## config.mk

```make
export PLATFORM = sky130hd
export DESIGN_NAME = reduction_modulo
export DESIGN_NICKNAME = d
export VERILOG_FILES = /design/src/rtl/reduction_modulo.sv
export SDC_FILE = /design/constraint.sdc
export NUM_CORES = 1
export LEC_CHECK = 0
export BUFFER_PORTS_ARGS = -buffer_cell sky130_fd_sc_hd__buf_2
export CORE_MARGIN = 1
export CORE_UTILIZATION = 63
export DETAILED_ROUTE_END_ITERATION = 6
export PLACE_DENSITY = 0.88
export RECOVER_POWER = 50
export SETUP_SLACK_MARGIN = 0.02
export SLEW_MARGIN = 20
export SYNTH_ARGS = -nofsm -noshare
export SYNTH_HDL_FRONTEND = slang
export SYNTH_SLANG_ARGS = --single-unit
```

## constraint.sdc

```tcl
create_clock -name clk -period 12.87 [get_ports clk]
set_input_delay 2.574 -clock clk [delete_from_list [all_inputs] [get_ports clk]]
set_output_delay 2.574 -clock clk [all_outputs]
set_load 0.01 [all_outputs]
```

## src/rtl/reduction_modulo.sv

```systemverilog
// reduction_modulo
//   Computes number mod m with a restoring shift-subtract loop, one dividend
//   bit per clock, MSB first. A start in IDLE latches the operands. Finished
//   results appear on registered outputs together with a one-cycle done
//   pulse.
//
// Ports
//   clk          rising-edge clock
//   rst          asynchronous, active-high reset
//   start        request pulse, sampled only in IDLE
//   number       unsigned dividend, latched on an accepted start
//   m            unsigned modulus, latched on an accepted start
//   result       registered remainder; holds until the next completion
//   busy         high while the FSM is in CALC
//   done         one-cycle completion pulse; result/div_by_zero valid with it
//   div_by_zero  registered flag, set by a completion with m == 0
module reduction_modulo #(
    parameter int WIDTH = 32
) (
    input  logic             clk,
    input  logic             rst,
    input  logic             start,
    input  logic [WIDTH-1:0] number,
    input  logic [WIDTH-1:0] m,
    output logic [WIDTH-1:0] result,
    output logic             busy,
    output logic             done,
    output logic             div_by_zero
);

    localparam int CW = (WIDTH > 1) ? $clog2(WIDTH) : 1;

    typedef enum logic [1:0] {
        IDLE = 2'd0,
        CALC = 2'd1,
        DONE = 2'd2
    } state_t;

    state_t           state, state_nx;
    logic [WIDTH-1:0] num_q;    // dividend, shifted left as bits are consumed
    logic [WIDTH-1:0] m_q;
    logic [WIDTH:0]   rem_q;    // one extra bit so m >= 2^(WIDTH-1) cannot overflow
    logic [CW-1:0]    cnt_q;

    logic [WIDTH:0]   rem_sh;
    logic [WIDTH:0]   rem_step;
    logic             last_step;

    // After each restoring step the remainder is below m, so the MSB of the
    // stored value is always zero; only the shifted value uses the full width.
    logic unused_rem_msb;
    assign unused_rem_msb = rem_q[WIDTH];

    always_comb begin
        rem_sh    = {rem_q[WIDTH-1:0], num_q[WIDTH-1]};
        rem_step  = (rem_sh >= {1'b0, m_q}) ? (rem_sh - {1'b0, m_q}) : rem_sh;
        last_step = (cnt_q == CW'(WIDTH - 1));
    end

    // Next-state logic
    always_comb begin
        state_nx = state;
        case (state)
            IDLE: begin
                if (start) begin
                    state_nx = (m != '0) ? CALC : DONE;
                end
            end
            CALC: begin
                if (last_step) begin
                    state_nx = DONE;
                end
            end
            DONE: begin
                state_nx = IDLE;
            end
            default: begin
                state_nx = IDLE;
            end
        endcase
    end

    always_ff @(posedge clk or posedge rst) begin
        if (rst) begin
            state <= IDLE;
        end else begin
            state <= state_nx;
        end
    end

    // Datapath
    always_ff @(posedge clk or posedge rst) begin
        if (rst) begin
            num_q <= '0;
            m_q   <= '0;
            rem_q <= '0;
            cnt_q <= '0;
        end else begin
            case (state)
                IDLE: begin
                    if (start) begin
                        num_q <= number;
                        m_q   <= m;
                        rem_q <= '0;
                        cnt_q <= '0;
                    end
                end
                CALC: begin
                    rem_q <= rem_step;
                    num_q <= num_q << 1;
                    cnt_q <= cnt_q + CW'(1);
                end
                default: begin
                end
            endcase
        end
    end

    // Output registers. busy tracks the CALC state exactly; done/result/flag
    // are loaded from the DONE state, so they appear one edge after it.
    always_ff @(posedge clk or posedge rst) begin
        if (rst) begin
            result      <= '0;
            busy        <= 1'b0;
            done        <= 1'b0;
            div_by_zero <= 1'b0;
        end else begin
            busy <= (state_nx == CALC);
            done <= (state == DONE);
            if (state == IDLE && start && m != '0) begin
                div_by_zero <= 1'b0;
            end
            if (state == DONE) begin
                result      <= (m_q == '0) ? '0 : rem_q[WIDTH-1:0];
                div_by_zero <= (m_q == '0);
            end
        end
    end

endmodule

```

==> results_dict.tcl <==
set metrics [dict create \
    synth-adder-area-share_pct 5.94 \
    fin_ws_ns 7.95 \
    synth_xor_area_share_pct 3.27 \
    initial_core_util_pct 65.1 \
    hold_path_class "reg2reg" \
    p_comb_share_pct 56.1 \
    synthToLayoutAreaGrowth_pct 14.5 \
    p_sw_share_pct 43.9 \
    post-route-min-period_ns 4.92 \
    fin_crit_sh_pct 38.2 \
    yosysWarnings 0 \
    die_x_microns 111 \
    grt_pass1_wl_mm 32.1 \
    dp_hpwl_mm 13.4 \
    clock_latency_ns 0.43 \
    cts.htree.levels 4 \
    post-route-drc-count 17 \
    grt.total_usage_pct 33.5 \
    crit_path_cell_trace "clkbuf_1, o21bai_1, buf_4, nand2_1, o21ai_0" \
    routed_wl_mm 19.6 \
    fin_skew_ns 0.00800 \
    cts_tree "built" \
    fin_tns_setup_ns 0 \
    synth_ff_type "dfrtp_1" \
    power_frac_seq_pct 28.4 \
    final_max_slew_viol_count 113 \
    status "finished, violations left" \
    grt_max_degree 87 \
    synth_mux_area_share_pct 1.62 \
    synth_area_sq_mm 0.00750 \
    route.vias.total 6710 \
    rsz0062_at_grt "no" \
    rows 39 \
    cellPowerDensity_mw_per_mm2 330 \
    whs_ns 0.490 \
    dp_worst_setup_slack_ns 7.65 \
    violations "design-rule violations, max-capacitance violations, max-slew violations" \
    cts_resized 0 \
    yosysUniqueCellTypes 51 \
    overflow 0 \
    cp.required_ns 13.20 \
    met3_usage_pct 8.09 \
    drt-initial-drc-count 526 \
    hold_viol 0 \
    cts.sinks 138 \
    synthArstFlopShare_pct 100 \
    root_buffer "clkbuf_16" \
    instances_no_fill 1046 \
    antenna-diode-count 0 \
    synth_nets 915 \
    p_leak_nw 3.91 \
    nFillCells 819 \
    intPower_mw 1.59 \
    cts_buffers 17 \
    drive_gt1_share_pct 16.3 \
    dr.pass1.iters 7 \
    worst_pin_slew_ns 2.36 \
    grtUsageMet2_pct 55.4 \
    synth.avg_cell_area_sq_um 9.22 \
    power.total_mw 2.83 \
    cp.arrival_ns 5.25 \
    slew_headroom_pct -58.4 \
    cpPeakStageDelay_ns 1.60 \
    syn_inst 813 \
    nNetsFinal 993 \
    die_area_sq_mm 0.0123 \
    cp_max_fo 36 \
    max_cap_viol_count 3 \
    synth_edf_count 0 \
    grt_pass1_vias 6541 \
    slowest_stage "o21bai_1" \
    ant_nets 0 \
    io_buffers 101 \
    switchingPower_mw 1.24 \
    core-area_sq_mm 0.0115 \
    synth_simple_gate_area_share_pct 13.3 \
    critPathKind "in2reg" \
    fp.dieH_microns 111 \
    setup_viol 0 \
    placed_cells 1014 \
    wire_per_inst_microns 18.7 \
    antenna_found_initial 1 \
    peakVddDrop_uv 194 \
    end_kind "register" \
    synth_top_family_by_area "compound AO/OA/AOI/OAI gates" \
    viasPerCell 6.41 \
    cts_hold_buf 0 \
    clk_pin_slew_ns 0.06 \
    top_usage_layer "met2" \
    fmax_ghz 0.203 \
    critical_path.startpoint_type "primary input" \
    num_io_pins 102 \
    synth_compound_gate_area_share_pct 25.0 \
    synth-seq-cells 138 \
    place.gp.congestion 1.00 \
    p_clk_share_pct 15.5 \
    cts_max_path_buffers 2 \
    yosysSeqAreaShare_pct 46.0 \
    grt_use_met1_pct 42.1 \
    cts_setup_buffers 0 \
]
[final timing paths]
kind	startpoint	end	slack, ns	depth (start not counted)
max in group asynchronous	rst	rem_q[4]	8.57	3
worst min-delay path	num_q[22]	num_q[22]	0.49	2
min in group asynchronous	rst	result[27]	2.77	2
worst max-delay path	start	num_q[20]	7.95	5
worst max register to register	state[0]	num_q[20]	9.03	5
worst min register to register	num_q[22]	num_q[22]	0.49	2
[cell usage in the layout, fill, tap and decap left out, types with 32 or more instances in the layout]
cell,netlist,final
ha_1,34,34
a21oi_1,48,48
buf_2,1,100
dfrtp_1,138,138
nand2_1,109,109
o21ai_0,105,105
a22oi_1,32,32
a22o_1,43,43
nor2_1,36,35
inv_1,38,37
[layout make-up]
class,count,area [sq um],share of cell area [%]
Timing Repair Buffer,110,581,6.76
Sequential cell,138,3450,40.2
Tap cell,143,179,2.08
Multi-Input combinational cell,586,3690,43.0
Clock inverter,10,72.6,0.845
Clock buffer,21,460,5.36
Inverter,38,144,1.68
[sequential cells by signal (all words and copies together), names as in the netlist]
name and cells:
m_q 32, num_q 32, rem_q 32, result 32
cnt_q 5, state 2, busy 1, div_by_zero 1
done 1
[cells in the mapped netlist, types with 9 or more instances]
| library cell | instances | share of area [%] |
|---|---|---|
| nor2_1 | 36 | 1.8 |
| xor2_1 | 14 | 1.6 |
| nand4_1 | 10 | 0.83 |
| clkbuf_1 | 42 | 2.1 |
| o21ai_1 | 14 | 0.93 |
| mux2i_1 | 11 | 1.5 |
| a21o_1 | 12 | 1.2 |
| a22o_1 | 43 | 5.0 |
| a21oi_1 | 48 | 3.2 |
| inv_1 | 38 | 1.9 |
| ha_1 | 34 | 5.7 |
| nand2b_1 | 9 | 0.75 |
| xnor2_1 | 14 | 1.6 |
| nor2b_1 | 17 | 1.4 |
| nor4_1 | 17 | 1.4 |
| dfrtp_1 | 138 | 46 |
| a22oi_1 | 32 | 3.2 |
| o21ai_0 | 105 | 7.0 |
| nand2_1 | 109 | 5.5 |
[through the flow]
stage	area [sq um]	utilization, %
2_1_floorplan	7500	-
3_3_place_gp	8050	69.9
3_5_place_dp	8050	69.9
4_1_cts	8580	74.5
5_1_grt	8580	74.5
6_report	8580	74.5
[metal layers]
layer	wire [microns]	part of all wire, %	vias up
met5	8	0.041	-
met4	672	3.4	2
met3	1570	8.0	62
met2	9430	48	330
met1	7930	40	3243
li1	-	-	3073
[power groups by stage]
stage          logic (mW)  registers [mW]  clock network, mW
2_1_floorplan        1.20           0.783                  0
5_1_grt              1.75           0.826              0.462
3_3_place_gp         1.47           0.788                  0
3_5_place_dp         1.54           0.802                  0
6_report             1.59           0.803              0.440
4_1_cts              1.56           0.798              0.444
[critical path: cells and delay by family]
family | cells | cell delay (ns)
simple gates | 1 | 0.15
compound gates | 2 | 1.72
buf+inv | 2 | 0.78
[logic make-up (layout without fill, tap and decap cells)]
logic type	Yosys count	count (layout)
adder cells (fa/ha/maj)	35	35
buffers and inverters	89	179
AO/OA/AOI/OAI	292	292
AND/OR/NAND/NOR	219	219
multiplexers	12	12
flip-flops	138	138
XOR/XNOR	28	28
(Power assumes the default switching activity.)
